===== config.mk =====
export PLATFORM = sky130hd
export DESIGN_NAME = muldiv_seq
export DESIGN_NICKNAME = d
export VERILOG_FILES = /design/src/rtl/muldiv_seq.sv
export SDC_FILE = /design/constraint.sdc
export NUM_CORES = 1
export LEC_CHECK = 0
export ABC_AREA = 1
export CORE_ASPECT_RATIO = 0.75
export CORE_UTILIZATION = 59
export DETAILED_ROUTE_END_ITERATION = 16
export PLACE_DENSITY = 0.93
export SLEW_MARGIN = 20
export SYNTH_ARGS = -nofsm -noshare
export SYNTH_HDL_FRONTEND = slang
export SYNTH_SLANG_ARGS = --single-unit

===== constraint.sdc =====
create_clock -name clk -period 6.6 [get_ports clk]
set_input_delay 1.98 -clock clk [delete_from_list [all_inputs] [get_ports clk]]
set_output_delay 1.98 -clock clk [all_outputs]
set_load 0.005 [all_outputs]

===== src/rtl/muldiv_seq.sv =====
// Iterative 32-step restoring divider for DIV/DIVU with pipeline stall and annul.
// Optional DIV_EARLY_OUT_EN: skip RUN when |dividend| < |divisor|.
module muldiv_seq #(
    parameter int unsigned WIDTH = 32
) (
    input  logic             clk,
    input  logic             resetn,
    input  logic             start_i,
    input  logic             signed_i,
    input  logic [WIDTH-1:0] dividend_i,
    input  logic [WIDTH-1:0] divisor_i,
    input  logic             annul_i,
    output logic             stall_o,
    output logic             ready_o,
    output logic [WIDTH-1:0] hi_o,
    output logic [WIDTH-1:0] lo_o
);

    typedef enum logic [1:0] {IDLE, ZERO, RUN, DONE} state_t;

    state_t           state_q;
    logic             sign_q, dn_q, ds_q, ready_q;
    logic [4:0]       cnt_q;
    logic [WIDTH-1:0] rem_q, quo_q, dvs_q, hi_q, lo_q;

    logic [WIDTH-1:0] dvd_mag, dvs_mag, rem_d, quo_d, lo_fix, hi_fix;
    logic [WIDTH:0]   rem_sh;
    logic             ge;

    always_comb begin
        dvd_mag = (signed_i && dividend_i[WIDTH-1]) ? -dividend_i : dividend_i;
        dvs_mag = (signed_i && divisor_i[WIDTH-1])  ? -divisor_i  : divisor_i;
        // rem_sh < 2*|divisor|, so a successful trial always fits in WIDTH bits
        rem_sh  = {rem_q, quo_q[WIDTH-1]};
        ge      = (rem_sh >= {1'b0, dvs_q});
        rem_d   = ge ? WIDTH'(rem_sh - {1'b0, dvs_q}) : rem_sh[WIDTH-1:0];
        quo_d   = {quo_q[WIDTH-2:0], ge};
        lo_fix  = (sign_q && (dn_q ^ ds_q)) ? -quo_d : quo_d;
        hi_fix  = (sign_q && dn_q) ? -rem_d : rem_d;
    end

    always_ff @(posedge clk or negedge resetn) begin
        if (!resetn) begin
            state_q <= IDLE;
            sign_q  <= 1'b0;
            dn_q    <= 1'b0;
            ds_q    <= 1'b0;
            ready_q <= 1'b0;
            cnt_q   <= '0;
            rem_q   <= '0;
            quo_q   <= '0;
            dvs_q   <= '0;
            hi_q    <= '0;
            lo_q    <= '0;
        end else begin
            ready_q <= 1'b0;
            if (annul_i) begin
                state_q <= IDLE;
            end else begin
                case (state_q)
                    IDLE: if (start_i) begin
                        sign_q <= signed_i;
                        dn_q   <= dividend_i[WIDTH-1];
                        ds_q   <= divisor_i[WIDTH-1];
                        rem_q  <= '0;
                        quo_q  <= dvd_mag;
                        dvs_q  <= dvs_mag;
                        cnt_q  <= '0;
                        if (divisor_i == '0) begin
                            state_q <= ZERO;
`ifdef DIV_EARLY_OUT_EN
                        end else if (dvd_mag < dvs_mag) begin
                            state_q <= DONE;
                            ready_q <= 1'b1;
                            lo_q    <= '0;
                            hi_q    <= dividend_i;
`endif
                        end else begin
                            state_q <= RUN;
                        end
                    end
                    ZERO: begin
                        // quo_q holds |dividend|; re-applying the sign restores the original
                        state_q <= DONE;
                        ready_q <= 1'b1;
                        lo_q    <= '1;
                        hi_q    <= (sign_q && dn_q) ? -quo_q : quo_q;
                    end
                    RUN: begin
                        rem_q <= rem_d;
                        quo_q <= quo_d;
                        cnt_q <= cnt_q + 5'd1;
                        if (cnt_q == 5'd31) begin
                            state_q <= DONE;
                            ready_q <= 1'b1;
                            lo_q    <= lo_fix;
                            hi_q    <= hi_fix;
                        end
                    end
                    DONE: state_q <= IDLE;
                    default: state_q <= IDLE;
                endcase
            end
        end
    end

    assign stall_o = resetn && !annul_i &&
                     (((state_q == IDLE) && start_i) || (state_q == ZERO) || (state_q == RUN));
    assign ready_o = ready_q;
    assign hi_o    = hi_q;
    assign lo_o    = lo_q;

endmodule


# Yosys cells after proc, flatten, opt, wreduce, memory -nomap -nowiden
# Index checks and enable logic that the tools add are counted.
[op_classes]
magnitude_cmp = 1
n_bitwise = 2
muxes = 24
n_eq_ne = 8
n_reduce_logical = 18
n_addsub = 7
[ops]
columns = ["cell", "count"]
rows = [
  ["32-bit two-way mux", 10],
  ["32-bit one-hot mux with 2 select lines", 4],
  ["32-bit negation", 5],
  ["33-bit by 32-bit >= comparator with 1-bit output", 1],
  ["32-bit zero test", 1],
  ["32-bit subtractor", 1],
  ["5-bit one-hot mux with 2 select lines", 1],
  ["3-bit AND reduction", 3],
  ["2-bit two-way mux", 4],
  ["2-bit one-hot mux with 4 select lines", 1],
  ["1-bit logical AND", 7],
  ["3-bit inequality test, second input constant", 2],
  ["5-bit by 1-bit adder with 5-bit output, second input constant", 1],
  ["5-bit equality test, second input constant", 1],
  ["5-bit two-way mux", 1],
  ["2-bit equality test, second input constant", 2],
  ["2-bit inequality test, second input constant", 2],
  ["2-bit nonzero test", 2],
  ["2-bit by 1-bit equality test with 1-bit output, second input constant", 1],
  ["2-bit zero test", 1],
  ["1-bit logical OR", 2],
  ["1-bit two-way mux", 2],
  ["1-bit one-hot mux with 2 select lines", 1],
  ["2-bit AND reduction", 1],
  ["other kinds (3)", 3],
]
[totals]
out_inout_bits = 66
regBits = 171

# Logic depth before layout (Yosys ltp)
[depth]
word_depth = 6
ltp_mapped = 26
depth_no_buf = 25

# Worst setup path before layout
# No wires, ideal clock.
[synth_timing]
path_type = "in2out"
start = "input port annul_i"
end = "output port stall_o"
n_path_buf = 1
arrival_ns = 2.672
slack_ns = 1.948
stages = 4
path_cell_list = "inv_1 > nand3_1 > clkbuf_1 > a21boi_0"
[synth_between]
elab_chain_len = 3
[synth_rtl]
columns = ["item", "line_no", "source"]
rows = [
  ["start: declaration", "12", "input logic annul_i,"],
  ["1-bit zero test", "107", "assign stall_o = resetn && !annul_i &&"],
  ["1-bit logical AND (2 in series)", "107", ""],
  ["end: declaration", "13", "output logic stall_o,"],
]
# Every way passes these cells.

# Worst setup path in the final report
# Ends and elaborated chain as after synthesis.

==> flow_summary.ini <==
[critical_path]
cp-start-kind = primary input
slowest_delay_ns = 0.54
crit_type = in2out
rr_endpoint = lo_o[26]
crit_path_max_fanout = 5
worstReg2RegStart = dvs_q[31]
cp_slowest_cell = clkdlybuf4s50_1
crit_chain = clkdlybuf4s50_1 -> inv_1 -> o21ai_0 -> a21boi_0 -> clkdlybuf4s50_1
crit_arrival_ns = 3.57
path_buf_inv = 3
cpMostUsedCell = clkdlybuf4s50_1
cp_top_family = buffers and inverters
worstPathRequired_ns = 4.62
worstRegToRegCells = 22
worstSetupEndpointType = output pin
rrSetupSlack_ns = 1.86

[sta]
hold_viol_final = 0
fmax_mhz = 180
grt_setup_unrepaired = no
period_minus_slack_ns = 5.55
period_share_pct = 84.1
fin_worst_skew_ns = 0.0115
tightest_slew_ns = 0.986
drv_slew = 0
finalSetupTns_ns = 0
setup_viol = 0
max-slew-margin-rel_pct = 33.8

[synthesis]
synth_edf_count = 0
netlist_top_cells_area = dfrtp_1, nand2_1, o21ai_0
avgSynthCellArea_um2 = 6.50
ys_types = 53
synth_top_flop_cell = dfrtp_1
ys_seq_area_share_pct = 30.9
ys_ff_latch = 171
yosysWarningCount = 0
yosys.area.top_type = dfrtp_1
synth_top_area_share_pct = 30.9
synth_area_mm2 = 0.0139
synth_nets = 2245
syn-instance-count = 2133
async_flop_share_pct = 100

[clocking]
ctsHoldBuffers = 0
cts_htree_levels = 4
clk_path_buf_depth = 2
post-cts-setup-buffers = 0
clk_latency_ns = 0.45
numClockSinks = 171
path_clk_slew_ns = 0.07
ctsResizeCount = 0
cts-root-buf = clkbuf_16
cts_tree = yes
cts-buffers-inserted = 17

[worst_hold_path]
hp-start = dvs_q[18]
min_path_cells = 2
hp-class = reg2reg
min_to = dvs_q[18]

[place]
numPortBuffers = 134
gp_congestion = 1.01
dp_hpwl_mm = 38.9

[floorplanning]
start_util_pct = 60.3
dieArea_mm2 = 0.0241
io_pins = 135
fp.dieH_um = 135
rows = 48
die_w_um = 179
core_mm2 = 0.0230

[global_routing]
use_met3_pct = 19.1
grt_pass1_vias = 13496
grt_overflow = 0
track_usage_pct = 42.3
grt_max_degree = 80
gr-usage-met2_pct = 56.3
antenna_found_initial = 0
grt_pass1_wl_mm = 76.2
busiest_layer = met1
grt_util_met1_pct = 62.7

[layout]
layout_common_cells = nand2_1, inv_1, nor2_1, o21ai_0, dfrtp_1
layout_commonest_cell = nand2_1
area_delta_synth_final_pct = 15.0
layout-drive-gt1-share_pct = 6.71
insertedDiodeCount = 0
layout.nets = 2337

[detailed_routing]
vias = 15336
antenna_left = 0
wl_per_cell_um = 19.8
drt_iter0_drc = 2077
drt_wl_total_mm = 50.3
drc = 0
drtPass1Iterations = 6
viasPerCell = 6.04

[run]
max_cap_violations = 0

[status]
status = finished clean
## how the worst max path moves through the flow
stage,start,end,slack (ns),depth (start not counted)
floorplan,annul_i,stall_o,1.95,4
global placement,annul_i,stall_o,1.14,5
detailed placement,annul_i,stall_o,1.08,5
CTS,annul_i,stall_o,1.06,5
global route,annul_i,stall_o,0.93,5
finish,annul_i,stall_o,1.05,5
## logic make-up (layout without fill, tap and decap cells)
| kind of cell | Yosys count | after routing | synth area share [%] |
|---|---|---|---|
| buf+inv | 361 | 465 | 10.3 |
| flops | 171 | 171 | 30.9 |
| mux | 1 | 1 | 0.0722 |
| fa+ha+maj | 43 | 43 | 3.93 |
| xor+xnor | 62 | 62 | 3.92 |
| compound gates | 431 | 431 | 17.3 |
| simple gates | 1064 | 1064 | 33.5 |
## worst register-to-register path, cell delays in order (launching register included)
cell      delay, ns
dfrtp_1        0.40
inv_1          0.18
ha_1           0.29
inv_1          0.11
nor2_1         0.11
nand3_1        0.18
nor2_1         0.06
nand3b_1       0.13
nand2_2        0.10
nor2_8         0.29
nand2_8        0.34
inv_2          0.56
ha_1           0.27
inv_1          0.06
nor2_1         0.14
inv_1          0.10
nor2_1         0.23
inv_1          0.12
o21ai_0        0.22
inv_1          0.13
a21oi_1        0.35
or2_2          0.18
a31oi_1        0.06
## layout make-up
cell class              count  area (µm²)
clock buffers              19         443
clock inverters            12         139
multi-input cells        1601        8190
repair buffers            148        1450
well taps                 300         375
fillers                  1912        7050
flip-flops and latches    171        4280
inverters                 286        1070
## cells in the mapped netlist, drive strengths merged, types with 16 or more instances
cell    count
xor2       46
inv       281
nand3     148
nor3       35
a21oi     120
buf        21
dfrtp     171
a31oi      40
nand4      29
nor2      270
xnor2      16
clkbuf     54
nand2     555
o21ai     220
ha         42
## sequential cells by signal (all words and copies together), names as in the netlist
register and count:
rem_q 32, ready_o 1, ds_q 1, dvs_q 32, quo_q 32, dn_q 1
sign_q 1, hi_o 32, lo_o 32, cnt_q 5, state_q 2
## routing by layer
| metal | wire length (µm) | part of all wire (%) |
|---|---|---|
| met5 | 0 | 0 |
| met4 | 593 | 1.2 |
| met3 | 8400 | 17 |
| met2 | 19600 | 39 |
| met1 | 21700 | 43 |
## through the flow
stage               hold slack [ns]  instance area [µm²]  setup WS (ns)  cells  utilization [%]
finish                        0.497                16000           1.05   2537             69.3
global route                  0.516                16000          0.927   2537             69.3
CTS                           0.491                16000           1.06   2537             69.3
detailed placement            0.475                15400           1.08   2506             66.8
global placement              0.466                15400           1.14   2506             66.8
floorplan                     0.448                13900           1.95   2133                -
Power is not shown: default switching activity piles up to over one toggle a cycle in this logic, so the estimate is an artifact.
